$ cat src/rtl/gx4000_palette_lut_if.sv
// CPU-side palette port of the GX4000 Plus colour stage.
// The CPU owns address, data and the two single-cycle strobes; the palette
// block answers a read with one registered byte qualified by cpu_dout_valid.
//
// Handshake: cpu_wr / cpu_rd are one-cycle strobes with no back-pressure.
// An accepted read always returns data on the very next cycle with
// cpu_dout_valid high for exactly that cycle; a rejected access (wrong
// mode, ASIC page not mapped, address outside the window) produces no
// write and no cpu_dout_valid. cpu_dout keeps its last value otherwise.
interface gx4000_palette_lut_if;
  logic [15:0] cpu_addr;
  logic [7:0]  cpu_data;
  logic        cpu_wr;
  logic        cpu_rd;
  logic [7:0]  cpu_dout;
  logic        cpu_dout_valid;

  modport master (
    output cpu_addr,
    output cpu_data,
    output cpu_wr,
    output cpu_rd,
    input  cpu_dout,
    input  cpu_dout_valid
  );

  modport slave (
    input  cpu_addr,
    input  cpu_data,
    input  cpu_wr,
    input  cpu_rd,
    output cpu_dout,
    output cpu_dout_valid
  );
endinterface

$ cat src/rtl/gx4000_palette_lut.sv
// GX4000 Plus-mode palette lookup.
// Holds the 32 x 12-bit ASIC palette written through the ASIC RAM window,
// selects a palette index per pixel from ink / sprite pen / border state and
// outputs 4-bit RGB through a two-stage pix_en pipeline. In CPC mode the
// classic 2-bit colour is widened to 4 bits with the same latency.
module gx4000_palette_lut #(
  parameter logic [15:0] PAL_BASE    = 16'h6400,
  parameter int          PAL_ENTRIES = 32
) (
  input  logic        clk_sys,
  input  logic        reset_n,
  input  logic        plus_mode,
  input  logic        asic_unlocked,
  gx4000_palette_lut_if.slave cpu,
  input  logic        pix_en,
  input  logic        de,
  input  logic        hblank,
  input  logic        vblank,
  input  logic [3:0]  ink,
  input  logic        spr_active,
  input  logic [3:0]  spr_ink,
  input  logic [1:0]  r_in,
  input  logic [1:0]  g_in,
  input  logic [1:0]  b_in,
  output logic [3:0]  r_out,
  output logic [3:0]  g_out,
  output logic [3:0]  b_out,
  output logic        out_valid
);

  // Palette entry layout is {R, G, B}, 4 bits each.
  logic [11:0] pal_q [PAL_ENTRIES];

  // CPU decode
  logic        cpu_hit;
  logic [5:0]  cpu_off;
  logic [4:0]  cpu_entry;
  logic        cpu_odd;
  logic        wr_en;
  logic        rd_en;
  logic [7:0]  rd_byte;

  logic [7:0]  cpu_dout_q;
  logic        cpu_dout_valid_q;

  // Stage 1 registers
  logic [4:0]  s1_idx_q, s1_idx_d;
  logic        s1_blank_q;
  logic        s1_plus_q;
  logic [1:0]  s1_r_q, s1_g_q, s1_b_q;
  logic        s1_vld_q;

  // Stage 2 (output) registers
  logic [11:0] rgb_q, rgb_d;
  logic        out_valid_q;

  // Window is 64 bytes starting at PAL_BASE; the base is 64-byte aligned so
  // the low six address bits give the byte offset inside the window.
  always_comb begin
    cpu_hit   = plus_mode && asic_unlocked &&
                (cpu.cpu_addr >= PAL_BASE) &&
                (cpu.cpu_addr <= (PAL_BASE + 16'd63));
    cpu_off   = cpu.cpu_addr[5:0] - PAL_BASE[5:0];
    cpu_entry = cpu_off[5:1];
    cpu_odd   = cpu_off[0];
    wr_en     = cpu.cpu_wr && cpu_hit;
    rd_en     = cpu.cpu_rd && cpu_hit;
  end

  // Readback byte from the current (pre-write) palette contents.
  always_comb begin
    rd_byte = '0;
    if (cpu_odd) begin
      rd_byte = {4'h0, pal_q[cpu_entry][7:4]};
    end else begin
      rd_byte = {pal_q[cpu_entry][11:8], pal_q[cpu_entry][3:0]};
    end
  end

  // Palette storage: each byte of an entry updates independently, so a
  // half-written colour is briefly visible, as on the real ASIC.
  always_ff @(posedge clk_sys or negedge reset_n) begin
    if (!reset_n) begin
      for (int i = 0; i < PAL_ENTRIES; i++) begin
        pal_q[i] <= '0;
      end
    end else if (wr_en) begin
      if (cpu_odd) begin
        pal_q[cpu_entry][7:4] <= cpu.cpu_data[3:0];
      end else begin
        pal_q[cpu_entry][11:8] <= cpu.cpu_data[7:4];
        pal_q[cpu_entry][3:0]  <= cpu.cpu_data[3:0];
      end
    end
  end

  // Registered readback; data holds between reads, valid is a one-cycle pulse.
  always_ff @(posedge clk_sys or negedge reset_n) begin
    if (!reset_n) begin
      cpu_dout_q       <= '0;
      cpu_dout_valid_q <= 1'b0;
    end else begin
      cpu_dout_valid_q <= rd_en;
      if (rd_en) begin
        cpu_dout_q <= rd_byte;
      end
    end
  end

  assign cpu.cpu_dout       = cpu_dout_q;
  assign cpu.cpu_dout_valid = cpu_dout_valid_q;

  // Index selection: border wins, then a non-transparent sprite pen
  // (entries 17..31), otherwise the background ink (entries 0..15).
  always_comb begin
    s1_idx_d = {1'b0, ink};
    if (!de) begin
      s1_idx_d = 5'd16;
    end else if (spr_active && (spr_ink != 4'h0)) begin
      s1_idx_d = {1'b1, spr_ink};
    end
  end

  // Stage 1: capture the pixel description; reset leaves it blank and empty.
  always_ff @(posedge clk_sys or negedge reset_n) begin
    if (!reset_n) begin
      s1_idx_q   <= '0;
      s1_blank_q <= 1'b1;
      s1_plus_q  <= 1'b0;
      s1_r_q     <= '0;
      s1_g_q     <= '0;
      s1_b_q     <= '0;
      s1_vld_q   <= 1'b0;
    end else if (pix_en) begin
      s1_idx_q   <= s1_idx_d;
      s1_blank_q <= hblank | vblank;
      s1_plus_q  <= plus_mode;
      s1_r_q     <= r_in;
      s1_g_q     <= g_in;
      s1_b_q     <= b_in;
      s1_vld_q   <= 1'b1;
    end
  end

  // Colour for the pixel held in stage 1. The palette read sees the value
  // before any write landing on the same edge.
  always_comb begin
    rgb_d = '0;
    if (s1_blank_q) begin
      rgb_d = '0;
    end else if (s1_plus_q) begin
      rgb_d = pal_q[s1_idx_q];
    end else begin
      rgb_d = {s1_r_q, s1_r_q, s1_g_q, s1_g_q, s1_b_q, s1_b_q};
    end
  end

  // Stage 2: output registers. out_valid only pulses once stage 1 holds a
  // real pixel, so the first pulse after reset is on the second pix_en.
  always_ff @(posedge clk_sys or negedge reset_n) begin
    if (!reset_n) begin
      rgb_q       <= '0;
      out_valid_q <= 1'b0;
    end else begin
      out_valid_q <= pix_en && s1_vld_q;
      if (pix_en) begin
        rgb_q <= rgb_d;
      end
    end
  end

  assign r_out     = rgb_q[11:8];
  assign g_out     = rgb_q[7:4];
  assign b_out     = rgb_q[3:0];
  assign out_valid = out_valid_q;

endmodule

$ cat src/flat_wrapper.sv
// flat-port wrapper written by rule: the top's interface ports become plain ports
module gx4000_palette_lut_flat 
#(
  parameter logic [15:0] PAL_BASE    = 16'h6400,
  parameter int          PAL_ENTRIES = 32
)
  (clk_sys, reset_n, plus_mode, asic_unlocked, pix_en, de, hblank, vblank, ink, spr_active, spr_ink, r_in, g_in, b_in, r_out, g_out, b_out, out_valid, cpu_cpu_addr, cpu_cpu_data, cpu_cpu_wr, cpu_cpu_rd, cpu_cpu_dout, cpu_cpu_dout_valid);
  gx4000_palette_lut_if cpu_i ();
  input  logic clk_sys;
  input  logic reset_n;
  input  logic plus_mode;
  input  logic asic_unlocked;
  input  logic pix_en;
  input  logic de;
  input  logic hblank;
  input  logic vblank;
  input  logic [3:0] ink;
  input  logic spr_active;
  input  logic [3:0] spr_ink;
  input  logic [1:0] r_in;
  input  logic [1:0] g_in;
  input  logic [1:0] b_in;
  output logic [3:0] r_out;
  output logic [3:0] g_out;
  output logic [3:0] b_out;
  output logic out_valid;
  input wire logic [$bits(cpu_i.cpu_addr)-1:0] cpu_cpu_addr;
  input wire logic [$bits(cpu_i.cpu_data)-1:0] cpu_cpu_data;
  input wire logic [$bits(cpu_i.cpu_wr)-1:0] cpu_cpu_wr;
  input wire logic [$bits(cpu_i.cpu_rd)-1:0] cpu_cpu_rd;
  output wire logic [$bits(cpu_i.cpu_dout)-1:0] cpu_cpu_dout;
  output wire logic [$bits(cpu_i.cpu_dout_valid)-1:0] cpu_cpu_dout_valid;
  assign cpu_i.cpu_addr = cpu_cpu_addr;
  assign cpu_i.cpu_data = cpu_cpu_data;
  assign cpu_i.cpu_wr = cpu_cpu_wr;
  assign cpu_i.cpu_rd = cpu_cpu_rd;
  assign cpu_cpu_dout = cpu_i.cpu_dout;
  assign cpu_cpu_dout_valid = cpu_i.cpu_dout_valid;
  gx4000_palette_lut #(.PAL_BASE(PAL_BASE), .PAL_ENTRIES(PAL_ENTRIES)) u_core (.clk_sys(clk_sys), .reset_n(reset_n), .plus_mode(plus_mode), .asic_unlocked(asic_unlocked), .cpu(cpu_i), .pix_en(pix_en), .de(de), .hblank(hblank), .vblank(vblank), .ink(ink), .spr_active(spr_active), .spr_ink(spr_ink), .r_in(r_in), .g_in(g_in), .b_in(b_in), .r_out(r_out), .g_out(g_out), .b_out(b_out), .out_valid(out_valid));
endmodule
$ cat config.mk
export PLATFORM = sky130hd
export DESIGN_NAME = gx4000_palette_lut_flat
export DESIGN_NICKNAME = d
export VERILOG_FILES = /design/src/rtl/gx4000_palette_lut_if.sv /design/src/rtl/gx4000_palette_lut.sv /design/src/flat_wrapper.sv
export SDC_FILE = /design/constraint.sdc
export NUM_CORES = 1
export LEC_CHECK = 0
export ABC_AREA = 0
export BUFFER_PORTS_ARGS = -buffer_cell sky130_fd_sc_hd__clkbuf_2
export CORE_MARGIN = 4
export CORE_UTILIZATION = 45
export CTS_CLUSTER_DIAMETER = 80
export DETAILED_ROUTE_END_ITERATION = 10
export GPL_TIMING_DRIVEN = 0
export PLACE_DENSITY_LB_ADDON = 0.15
export SLEW_MARGIN = 20
export SYNTH_ARGS = -nofsm -noshare
export SYNTH_HDL_FRONTEND = slang
export SYNTH_SLANG_ARGS = --single-unit
export TNS_END_PERCENT = 20
$ cat constraint.sdc
create_clock -name clk_sys -period 2.65 [get_ports clk_sys]
set_clock_uncertainty 0.15 [all_clocks]
set_input_delay 0.265 -clock clk_sys [delete_from_list [all_inputs] [get_ports clk_sys]]
set_output_delay 0.265 -clock clk_sys [all_outputs]
set_load 0.05 [all_outputs]
==> impl.org <==
** Floorplanning
- The die is 229.8 µm wide.
- For this configuration, the core starts out at a cell density of 45.41%.
- In this run the vertical extent of the chip is 229.8 µm.
- Number of I/O pins :: 71
- Number of rows in the core area :: 81
- Core ar. :: between 0.04 and 0.05 mm²
- The floorplan step defined a die boundary enclosing 0.05280 mm².

** Finish
- At the end of the flow, the number of nets in the layout was 1733.
- Leaving out fill and tap cells, the most frequent cell in the layout is sky130_fd_sc_hd__dfrtp_1.
- Leading cell types in the layout, fill and taps excluded :: sky130_fd_sc_hd__dfrtp_1, sky130_fd_sc_hd__mux2_2, sky130_fd_sc_hd__mux4_2, sky130_fd_sc_hd__mux2i_1, sky130_fd_sc_hd__clkbuf_1
- Non-Filler Instances :: about 2400
- Fill cells in the final layout number between 4000 and 5000.
- From synthesis to final layout, the design area changed by 16.09%.
- Register Area :: 0.01051 mm²
- In the final layout, the multi-input gates occupy around 0.011 mm².
- In the final layout, the share of cells above drive strength 1 is 46.80%.

** Logic synthesis
- After synthesis, the share of flip-flops with an asynchronous set or reset is between 90% and 100%.
- Yosys reg bits :: 420
- In this run, distinct cell masters in the synthesized netlist total 63.
- Mean area per synthesized cell :: 14.40 µm²
- Main synth FF type :: sky130_fd_sc_hd__dfrtp_1
- Fraction of the yosys area taken by sequential cells :: 47.48%
- The synthesized netlist occupies a cell area of around 0.022 mm².
- Synthesized instance count :: 1537
- Yosys warnings :: 0
- Counting every net in the synthesized netlist gives about 1600.
- Number of synthesized flops with an enable pin :: 0

** Power
- Pwr/cell area :: 583.3 mW/mm²
- Share of power burned in the clock network :: 47.0%
- Internal Dissipation :: 11080 µW
- The share of total power dissipated in combinational logic is 9.6%.
- Sequential cells burn 43.4% of the power.
- Summed over all nets, the switching power comes to around 3900 µW.
- For this design the static power due to leakage is 0.01171 µW.
- In this run switching power makes up 26.11% of total power.
- Across the VDD grid, the largest voltage drop is 0.4484 mV.

** Hold path
- The worst hold path was traced through 4 stages.
- Beginning of the worst hold path :: cpu_cpu_addr[0]
- Hold crit path type :: in2reg
- The worst hold path terminates at u_core.cpu.cpu_dout[1].

** Critical path
- The setup path with the least slack is of type in2reg.
- Number of cell instances on the worst register-to-register path :: 6
- In this run the register-to-register setup slack is 0 ps.
- Worst setup EP type :: register
- For the worst setup path, the data required time is 2980 ps.
- In this run the worst path has a maximum fanout of 10.
- STA classifies the critical path startpoint as a primary input.
- Arrival time reported for the critical path endpoint :: approximately 3200 ps
- R2R Path End :: u_core.rgb_q[0]
- Reg2reg start :: u_core.s1_idx_q[2]

** Timing
- Final worst hold slack :: approximately 140 ps
- At the pin with the least slew margin, the transition time is 1052 ps.
- In the post-route analysis, the smallest setup slack over all paths is -196.0 ps.
- In this run the tightest slew margin relative to its limit is 28.94%.
- For this run, the top clock speed supported by timing is 351.4 MHz.
- The count of final hold-check violations is 0.
- The max-slew violation count was 0.
- Of the available clock period, the critical path in the final layout requires 107.4%.
- Final setup violation count :: 38
- Min cycle time layout :: 2846 ps
- Setup repair after global routing could not meet its margin everywhere.

** Clock tree
- Buffers inserted during clock tree synthesis total 50.
- CTS placed an instance of sky130_fd_sc_hd__clkbuf_16 at the clock tree root.
- Clk_lat worst skew :: 620 ps
- No sink is reached through more buffers than the 3 on the longest clock path.
- Counting every sink on the clock net gives 420.
- H-tree depth :: 2
- Clock-pin slew was measured on the worst setup and hold paths at 60 ps.
- TritonCTS built the clock tree.

** Routing
- For this block, the routed nets add up to 82060 µm of wire.
- Total number of vias :: 15770
- In this run the remaining antenna-violating nets after routing total 0.
- Routed vias/inst :: between 6 and 7
- Before antenna repair, the detailed router went through 6 iterations.
- Initial detailed-routing violation count :: 1670
- Routed length per instance :: 34.41 µm
- In the routed design, unresolved DRC markers number 0.

** Global routing
- Maximum number of pins on one net before global-route repair :: 92
- Total Routing Usage GR :: 31.00%
- The via count of the first global-routing pass came to 16290.
- GRT overflow :: 0
- The first global-routing pass estimated 117900 µm of wire.
- Antenna violations before repair :: 3

** Outcome
- The run finished, with violations left.
- The checks that failed: setup timing.

** Placement
- Detailed placement finished with a half-perimeter wire length of 59230 µm.
- Number of buffers inserted by port buffering :: 64
- Placed cell count :: around 2300
- Placer congestion estimate :: roughly 1

** Run
- Max-cap check violation count :: 0
## worst max path at each step
| stage | depth (start not counted) | from | to | slack (ps) |
|---|---|---|---|---|
| 4_1_cts | 6 | cpu_cpu_addr[2] | u_core.pal_q[103] | -300 |
| 3_5_place_dp | 8 | cpu_cpu_addr[2] | u_core.cpu.cpu_dout[2] | -1440 |
| 2_1_floorplan | 6 | u_core.s1_idx_q[0] | u_core.rgb_q[7] | 160 |
| 5_1_grt | 7 | cpu_cpu_addr[1] | u_core.pal_q[120] | -170 |
| 3_3_place_gp | 1 | reset_n | u_core.pal_q[148] | -8450 |
| 6_report | 8 | cpu_cpu_addr[2] | u_core.cpu.cpu_dout[2] | -200 |
## cell type report
class | count | area share, %
Antenna cell | 1 | 0.009738
Buffer | 122 | 2.668
Clock buffer | 76 | 5.877
Clock inverter | 12 | 0.6281
Inverter | 7 | 0.1022
Multi-Input combinational cell | 986 | 43.77
Sequential cell | 420 | 40.91
Tap cell | 664 | 3.233
Timing Repair Buffer | 97 | 2.800
## cell families after synthesis
logic type / Yosys count / share of synthesized area (%)
AO/OA/AOI/OAI: 139 / 4.742
buffers and inverters: 131 / 2.442
flip-flops: 420 / 47.48
multiplexers: 636 / 39.99
AND/OR/NAND/NOR: 211 / 5.341
## state kept, by name, summed over array words and instances (netlist names)
name                       cells
u_core.s1_b_q                  2
u_core.cpu.cpu_dout_valid      1
u_core.out_valid               1
u_core.pal_q                 384
u_core.s1_vld_q                1
u_core.s1_plus_q               1
u_core.s1_blank_q              1
u_core.s1_g_q                  2
u_core.s1_idx_q                5
u_core.rgb_q                  12
u_core.s1_r_q                  2
u_core.cpu.cpu_dout            8
## power groups by stage
| stage | combinational [µW] | sequential [µW] | clock (µW) |
|---|---|---|---|
| after floorplan | 610 | 6640 | 0 |
| after global placement | 1310 | 6610 | 0 |
| after detailed placement | 1340 | 6600 | 0 |
| after CTS | 1400 | 6500 | 7130 |
| after global routing | 1490 | 6500 | 7400 |
| final | 1440 | 6510 | 7050 |
## worst max-delay path, cell delays in order
cell,delay (ps)
sky130_fd_sc_hd__buf_2,370
sky130_fd_sc_hd__clkbuf_4,430
sky130_fd_sc_hd__buf_2,460
sky130_fd_sc_hd__mux2i_2,500
sky130_fd_sc_hd__o22ai_1,120
sky130_fd_sc_hd__nor3_1,370
sky130_fd_sc_hd__nand4_1,350
sky130_fd_sc_hd__and3b_1,280
## synth_stat cells, types with 4 or more instances
library cell	count	area, µm²
sky130_fd_sc_hd__nor2b_1	16	100.1
sky130_fd_sc_hd__nand2_1	29	108.9
sky130_fd_sc_hd__nand3_1	11	55.05
sky130_fd_sc_hd__a22oi_1	41	307.8
sky130_fd_sc_hd__nand2_2	5	31.28
sky130_fd_sc_hd__nor3_1	14	70.07
sky130_fd_sc_hd__nor2_2	10	62.56
sky130_fd_sc_hd__dfrtp_1	419	10490
sky130_fd_sc_hd__a22o_1	11	96.34
sky130_fd_sc_hd__a211oi_1	13	97.59
sky130_fd_sc_hd__nor4_1	4	25.02
sky130_fd_sc_hd__mux2i_1	80	800.8
sky130_fd_sc_hd__nor2_1	51	191.4
sky130_fd_sc_hd__and2_1	10	62.56
sky130_fd_sc_hd__mux4_2	159	3581
sky130_fd_sc_hd__nand2b_1	5	31.28
sky130_fd_sc_hd__mux2_2	392	4414
sky130_fd_sc_hd__o22ai_1	30	187.7
sky130_fd_sc_hd__nand3b_1	4	30.03
sky130_fd_sc_hd__buf_2	27	135.1
sky130_fd_sc_hd__and3_1	6	37.54
sky130_fd_sc_hd__mux2_1	5	56.30
sky130_fd_sc_hd__o211ai_1	9	67.56
sky130_fd_sc_hd__inv_1	4	15.01
sky130_fd_sc_hd__buf_1	22	82.58
sky130_fd_sc_hd__a21oi_1	5	25.02
sky130_fd_sc_hd__a221oi_1	5	43.79
sky130_fd_sc_hd__nand4_1	14	87.58
sky130_fd_sc_hd__clkbuf_1	72	270.3
sky130_fd_sc_hd__a221o_1	12	120.1
## per-layer routing
layer	track usage, %	wire, µm	vias up	share of wire, %
li1	-	-	6285	-
met1	40.84	32290	8371	39
met2	47.84	37240	894	45
met3	7.396	7009	217	8.5
met4	16.73	5529	0	6.7
met5	0.09191	0	-	0
## what timing repair did
action,CTS,global route
hold buffers,25,0
resized for setup,88,24
cloned,0,0
setup buffers,2,2
pin swaps,2,2
hold endpoints to repair,105,0
setup endpoints to repair,295,276
## through the flow
| step | setup WS (ps) | TNS (ps) | utilization, % | area (µm²) | total power, µW |
|---|---|---|---|---|---|
| after floorplan | 160.4 | 0 | - | 22140 | 7252 |
| after global placement | -8452 | -3833480 | 47.77 | 23290 | 7918 |
| final | -196.0 | -2685 | 52.71 | 25700 | 14990 |
| after detailed placement | -1445 | -298700 | 48.04 | 23420 | 7940 |
| after global routing | -171.4 | -2929 | 52.71 | 25690 | 15390 |
| after CTS | -299.0 | -11990 | 52.48 | 25580 | 15030 |
Power figures use the tool's default switching activity.
